[config.mk]
export PLATFORM = sky130hd
export DESIGN_NAME = sdram_port_arb
export DESIGN_NICKNAME = d
export VERILOG_FILES = /design/src/rtl/sdram_arb_pkg.sv /design/src/rtl/arb_watchdog.sv /design/src/rtl/sdram_port_arb.sv
export SDC_FILE = /design/constraint.sdc
export NUM_CORES = 1
export LEC_CHECK = 0
export BUFFER_PORTS_ARGS = -buffer_cell sky130_fd_sc_hd__buf_2
export CORE_MARGIN = 4
export CORE_UTILIZATION = 50
export DETAILED_ROUTE_END_ITERATION = 16
export GPL_ROUTABILITY_DRIVEN = 1
export PLACE_DENSITY = 0.77
export SLEW_MARGIN = 5
export SYNTH_ARGS = -nofsm -noshare
export SYNTH_HDL_FRONTEND = slang
export SYNTH_SLANG_ARGS = --single-unit
[constraint.sdc]
create_clock -name clk -period 1.8 [get_ports clk]
set_input_delay 0.36 -clock clk [delete_from_list [all_inputs] [get_ports clk]]
set_output_delay 0.36 -clock clk [all_outputs]
set_load 0.01 [all_outputs]
[src/rtl/sdram_arb_pkg.sv]
// rtl/sdram_arb_pkg.sv - shared types and widths for the SDRAM port arbiter
package sdram_arb_pkg;
  localparam int ADDR_W = 24;
  localparam int LEN_W  = 10;

  typedef enum logic [1:0] {
    ST_IDLE  = 2'd0,
    ST_ISSUE = 2'd1,
    ST_BUSY  = 2'd2
  } arb_state_t;
endpackage

[src/rtl/arb_watchdog.sv]
// rtl/arb_watchdog.sv - loadable up-counter with clear, enable and terminal flag
module arb_watchdog #(
  parameter int W = 16
) (
  input  logic         clk,
  input  logic         rst_n,
  input  logic         clr,
  input  logic         load,
  input  logic [W-1:0] load_val,
  input  logic         en,
  input  logic [W-1:0] term_val,
  output logic         term
);
  logic [W-1:0] count;

  always_ff @(posedge clk or negedge rst_n) begin
    if (!rst_n)            count <= '0;
    else if (clr)          count <= '0;
    else if (load)         count <= load_val;
    else if (en && !term)  count <= count + 1'b1;
  end

  assign term = (count >= term_val);
endmodule

[src/rtl/sdram_port_arb.sv]
// rtl/sdram_port_arb.sv - arbitrates display reads and loader writes onto one SDRAM command port
module sdram_port_arb
  import sdram_arb_pkg::*;
#(
  parameter int RD_BURST      = 256,
  parameter int WR_BURST      = 256,
  parameter int MAX_RD_STREAK = 4,
  parameter int TIMEOUT       = 65535
) (
  input  logic              clk,
  input  logic              rst_n,
  input  logic              disp_en,
  input  logic              rd_req,
  input  logic [ADDR_W-1:0] rd_addr,
  output logic              rd_grant,
  output logic              rd_done,
  input  logic              wr_req,
  input  logic [ADDR_W-1:0] wr_addr,
  output logic              wr_grant,
  output logic              wr_done,
  output logic              sdr_req,
  output logic              sdr_wr,
  output logic [ADDR_W-1:0] sdr_addr,
  output logic [LEN_W-1:0]  sdr_len,
  input  logic              sdr_ack,
  input  logic              sdr_done,
  output logic              arb_err
);
  localparam int         WD_W       = $clog2(TIMEOUT + 1);
  localparam logic [3:0] STREAK_MAX = 4'(MAX_RD_STREAK);

  arb_state_t state;
  logic [3:0] streak;
  logic       rd_v, pick_rd, pick_wr, ack_take, wd_term;

  assign rd_v     = rd_req & disp_en;
  assign pick_rd  = rd_v && (!wr_req || streak < STREAK_MAX);
  assign pick_wr  = !pick_rd && wr_req;
  assign ack_take = (state == ST_ISSUE) && sdr_req && sdr_ack;

  // Loading 1 on the ack edge makes the count equal to cycles elapsed since ack,
  // so the error appears exactly TIMEOUT cycles after the ack cycle.
  arb_watchdog #(.W(WD_W)) u_wd (
    .clk      (clk),
    .rst_n    (rst_n),
    .clr      (state == ST_IDLE),
    .load     (ack_take),
    .load_val (WD_W'(1)),
    .en       (state == ST_BUSY),
    .term_val (WD_W'(TIMEOUT - 1)),
    .term     (wd_term)
  );

  always_ff @(posedge clk or negedge rst_n) begin
    if (!rst_n) begin
      state    <= ST_IDLE;
      streak   <= '0;
      rd_grant <= 1'b0;
      wr_grant <= 1'b0;
      rd_done  <= 1'b0;
      wr_done  <= 1'b0;
      sdr_req  <= 1'b0;
      sdr_wr   <= 1'b0;
      sdr_addr <= '0;
      sdr_len  <= '0;
      arb_err  <= 1'b0;
    end else begin
      rd_grant <= 1'b0;
      wr_grant <= 1'b0;
      rd_done  <= 1'b0;
      wr_done  <= 1'b0;
      case (state)
        ST_IDLE: begin
          if (!wr_req) streak <= '0;
          if (pick_rd) begin
            rd_grant <= 1'b1;
            sdr_addr <= rd_addr;
            sdr_wr   <= 1'b0;
            sdr_len  <= LEN_W'(RD_BURST);
            state    <= ST_ISSUE;
            if (wr_req && streak != 4'hF) streak <= streak + 4'd1;
          end else if (pick_wr) begin
            wr_grant <= 1'b1;
            sdr_addr <= wr_addr;
            sdr_wr   <= 1'b1;
            sdr_len  <= LEN_W'(WR_BURST);
            streak   <= '0;
            state    <= ST_ISSUE;
          end
        end
        ST_ISSUE: begin
          if (!sdr_req) begin
            sdr_req <= 1'b1;
          end else if (sdr_ack) begin
            sdr_req <= 1'b0;
            state   <= ST_BUSY;
          end
        end
        ST_BUSY: begin
          if (sdr_done || wd_term) begin
            rd_done <= !sdr_wr;
            wr_done <= sdr_wr;
            if (!sdr_done) arb_err <= 1'b1;
            state <= ST_IDLE;
          end
        end
        default: state <= ST_IDLE;
      endcase
    end
  end
endmodule

After elaboration in Yosys (flattened, before gate mapping). Cells that the tools add are included.

Flip-flop bits (word level): 63. Output and inout port bits: 41. Logic and storage cells: 73.

Reductions and logical operators: 18. Bitwise operators: 2. Mux-type cells: 30. Magnitude comparators: 2. Add/subtract/negate cells: 2. Equal/unequal tests: 7.

Operators with widths (count): 16-bit 2-to-1 mux (3); 24-bit 2-to-1 mux (2); 10-bit 2-to-1 mux (2); 16-bit by 1-bit adder with 16-bit output, second input constant (1); 16-bit >= comparator, second input constant (1); 4-bit 2-to-1 mux (4); 1-bit 2-to-1 mux (13); 2-bit 2-to-1 mux (5); 1-bit logical AND (6); 2-bit inequality test, second input constant (3); 2-bit case mux with 3 select lines (1); 4-bit by 1-bit adder with 4-bit output, second input constant (1); 1-bit logical NOT (4); 4-bit by 3-bit less-than comparator with 1-bit output, second input constant (1); 4-bit inequality test, second input constant (1); 4-bit AND reduction (1); 3-bit inequality test, second input constant (1); 3-bit AND reduction (1); 3-bit nonzero test (1); 2-bit by 1-bit equality test with 1-bit output, second input constant (1); 2-bit equality test, second input constant (1); 2-bit logical NOT (1); 1-bit logical OR (2); 2-bit AND reduction (1); other kinds (3) (3).

Logic depth before layout (Yosys ltp).
Depth in word-level cells: 8. Gate-level depth with buffers: 7.

Modules after synthesis. Synthesis repeated with hierarchy kept, for this count alone.

Cell total of the unflattened synthesis: 389. Area total of the unflattened synthesis: 3497.1 um^2.

Modules (own cells, without submodules): sdram_port_arb (area an instance 2004.4 um^2, instances 1, cells an instance 207); arb_watchdog (area an instance 1492.7 um^2, instances 1, cells an instance 182).

Least setup slack after synthesis. Ideal clock, no wire load.

Kind: register to register. Start point: register u_wd.count[0]. End point: register u_wd.count[5]. Path slack: 228 ps. Path buffers: 1. Arrival time: 1493 ps. Cell stages (with the launch flop): 8. Cell sequence: dfrtp_1 inv_1 ha_1 nor2_1 or3_1 buf_6 o2111ai_2 mux2i_1.

Word-level cells in the longest chain between the ends: 4. Elaborated cells between the ends (all ways): 8.

RTL lines: start, declared (RTL line arb_watchdog.sv:14) `logic [W-1:0] count;`; start signal, assigned (RTL line arb_watchdog.sv:19) `else if (load) count <= load_val;`; start signal, assigned (RTL line arb_watchdog.sv:20) `else if (en && !term) count <= count + 1'b1;`; 16-bit by 1-bit adder with 16-bit output / 16-bit >= comparator (equally long branches) (RTL line arb_watchdog.sv:20, arb_watchdog.sv:23); 16-bit 2-to-1 mux / 1-bit logical NOT (equally long branches) (RTL line arb_watchdog.sv:20); 16-bit 2-to-1 mux / 1-bit logical AND (equally long branches) (RTL line arb_watchdog.sv:19, arb_watchdog.sv:20); 16-bit 2-to-1 mux / 3-bit nonzero test (equally long branches).

Parallel ways exist; a longest one is shown, timed or not. The select of a mux whose other input is x is not followed. A chain may end at the register's enable or synchronous reset.

Worst setup path in the final report.
Start point: register u_wd.count[0]. End point: register u_wd.count[8].

The elaborated chain is that of the path after synthesis.

==> reports/metrics.cfg <==
[synth]
ys_types=46
synthArstFlopShare_pct=100.0
ys_seq_area_share_pct=49.61
syn_avg_cell_area_um2=10.24
synth_largest_area_cell=dfrtp_1
synth_warnings=0
synth_top_area_share_pct=49.61
yosys-top-cells-area=dfrtp_1 (50%), mux2i_1 (12%), a21oi_1 (5.9%)
synth_edf_count=0
synth_area_um2=2724
synth-seq-cells=54
syn_inst=266
ys.flop_type=dfrtp_1

[setup_path]
crit_fanout=11
crit_path_end_kind=flip-flop
reg2reg_depth=7
crit-reg2reg-launch=u_wd.count[0]$_DFFE_PN0P_
required_ps=2030
critPathLaunch=u_wd.count[0]$_DFFE_PN0P_
setup.worst_path.end=u_wd.count[8]$_DFFE_PN0P_
path_class=reg -> reg
worstPathArrival_ps=1900
crit_path_start_kind=flip-flop
r2r_setup_slack_ps=130
r2r-end=u_wd.count[8]$_DFFE_PN0P_

[routing]
wl_um=5788
dr.pass1.iters=4
routedWlPerCell_um=13.72
ant_nets=0
vias_per_cell=5.344
num_vias=2255
drcViolationCount=0
drt-initial-drc-count=121

[clock_network]
clk_path_buf_depth=2
cts_root_buffer=clkbuf_8
clock_latency_ps=310
cts_tree=done
cts_setup_buffers=0
clkSinkCount=54
cts_inserted_buffers=5
clkTransAtPathRegs_ps=100
ctsHtreeMaxLevel=2

[cells_and_area]
drive_above_1_share_pct=32.67
insertedDiodeCount=0
nFillCells=438
multi_input_area_um2=1231
seq_area_um2=1353
area_growth_pct=22.97
nets=409

[min_path]
holdCritPathClass=in -> reg
hp-start=sdr_done

[sta]
period_needed_ps=1671
rsz0062_at_grt=no
final-hold-violation-count=0
fin_hold_ws_ps=260.9
finalMaxSlewViolations=0
fmax_mhz=598.5
clock-skew-final_ps=11.43
setup_viol=0
period_share_pct=92.82
tns_ps=0

[floorplan]
initial_utilization_pct=52.33
core_area_um2=5205
top_level_ports=96
rows=26
die_h_um=81.81
dieArea_um2=6693
die_x_um=81.81

[power_and_ir_drop]
p_leak_nw=1.688
peakVddDrop_v=0.0009619
powerDensity_nw_per_um2=1237

[run_status]
status=complete, no violations

[global_routing]
antenna_found_initial=0
grt_pass1_vias=1981
grt_pass1_wl_um=9018
grt_usage_pct=17.11
grt_max_degree=50
grt_overflow=0

[job]
maxCapViolations=0

[placed_design]
hpwlAfterDp_um=4418
port_buffers=86
place_congestion=0.7519

[final cells by class]
cell class              count  area share [%]
clock inverters             2           1.158
clock buffers               6           2.465
multi-input cells         191           36.76
well taps                  70           2.615
inverters                   3          0.3362
flip-flops and latches     54           40.38
repair buffers             96           16.29
[how the worst min path moves through the flow]
stage,cells past startpoint,endpoint,slack (ps)
floorplan,0,arb_err$_DFFE_PN0P_,60
global placement,1,u_wd.count[13]$_DFFE_PN0P_,290
detailed placement,1,u_wd.count[12]$_DFFE_PN0P_,290
CTS,2,state[1]$_DFFE_PN0P_,250
global route,2,state[1]$_DFFE_PN0P_,260
finish,2,state[1]$_DFFE_PN0P_,260
[worst max-delay path, cell delays in order (launching register included)]
cell      delay, ps
dfrtp_2         430
inv_1            60
ha_1            190
nor2_1          120
nor3_1           70
buf_4           180
a211oi_1        330
mux2i_1         240
[flip-flops by register name, summed over array words and instances (netlist names), 2 cells and up]
| name | count |
|---|---|
| state | 2 |
| streak | 4 |
| u_wd.count | 16 |
| sdr_addr | 24 |
[logic make-up after synthesis]
kind of cell             Yosys count  synth area share [%]
AO/OA/AOI/OAI                     57                 13.32
adder cells (fa/ha/maj)            3                 1.378
buffers and inverters             29                 6.661
flip-flops                        54                 49.61
multiplexers                      34                 12.54
other                              1                0.1377
AND/OR/NAND/NOR                   88                 16.35
[through the flow]
step	utilization (%)	area, um^2	total power, mW	instances	setup slack (ps)
2_1_floorplan	-	2754	2.759	274	227.8
3_3_place_gp	61.61	3207	3.275	413	96.31
3_5_place_dp	61.61	3207	3.339	413	44.00
4_1_cts	64.13	3338	4.196	422	14.68
5_1_grt	64.35	3349	4.467	422	13.58
6_report	64.35	3349	4.143	422	129.3
[power by group]
group	internal (mW)	total, mW	switching (mW)
Combinational	0.618	1.50	0.882
Sequential	1.56	1.79	0.230
Clock	0.458	0.852	0.395
Total	2.64	4.14	1.51
[cell usage in the layout, fill, tap and decap left out, types with 2 or more instances in the layout]
cell type / instances
a21o_1: 2
buf_12: 3
o21ai_0: 5
o31ai_1: 2
buf_2: 86
ha_1: 3
o311ai_0: 2
nor2b_1: 2
nand4_1: 8
nand2_1: 18
a21oi_1: 32
nand3_1: 6
nor2_1: 33
dfrtp_1: 53
o21ai_1: 2
a31o_1: 2
nor3_1: 2
or2_1: 2
clkbuf_8: 6
and4_1: 3
and2_1: 3
buf_4: 6
conb_1: 9
inv_1: 3
mux2i_1: 33
[metal layers]
layer  vias up  GRT usage [%]  wire length, um
li1       1097              -                -
met1      1090          21.59             2343
met2        64          30.37             3124
met3         4          2.961              286
met4         0          4.153               33
met5         -              0                0
[synth_stat cells, types with 2 or more instances]
cell type	instances
ha_1	3
nor2b_1	2
mux2i_1	33
nor2_1	33
buf_6	2
clkbuf_1	2
and4_1	3
a21oi_1	32
nand3_1	6
and2_1	3
a211oi_1	2
nand4_1	8
nor3_1	2
a21o_1	2
o311ai_0	2
a31o_1	2
buf_2	10
nand2_1	18
inv_1	3
buf_4	12
o31ai_1	2
dfrtp_1	54
or2_1	2
o21ai_0	6
[repair_timing]
action	4_1_cts	5_1_grt
endpoints found under the hold margin	13	0
endpoints found under the setup margin	0	12
gates resized for setup	0	4
hold buffers	1	0
Note: power is estimated with default switching activity, not from simulation.
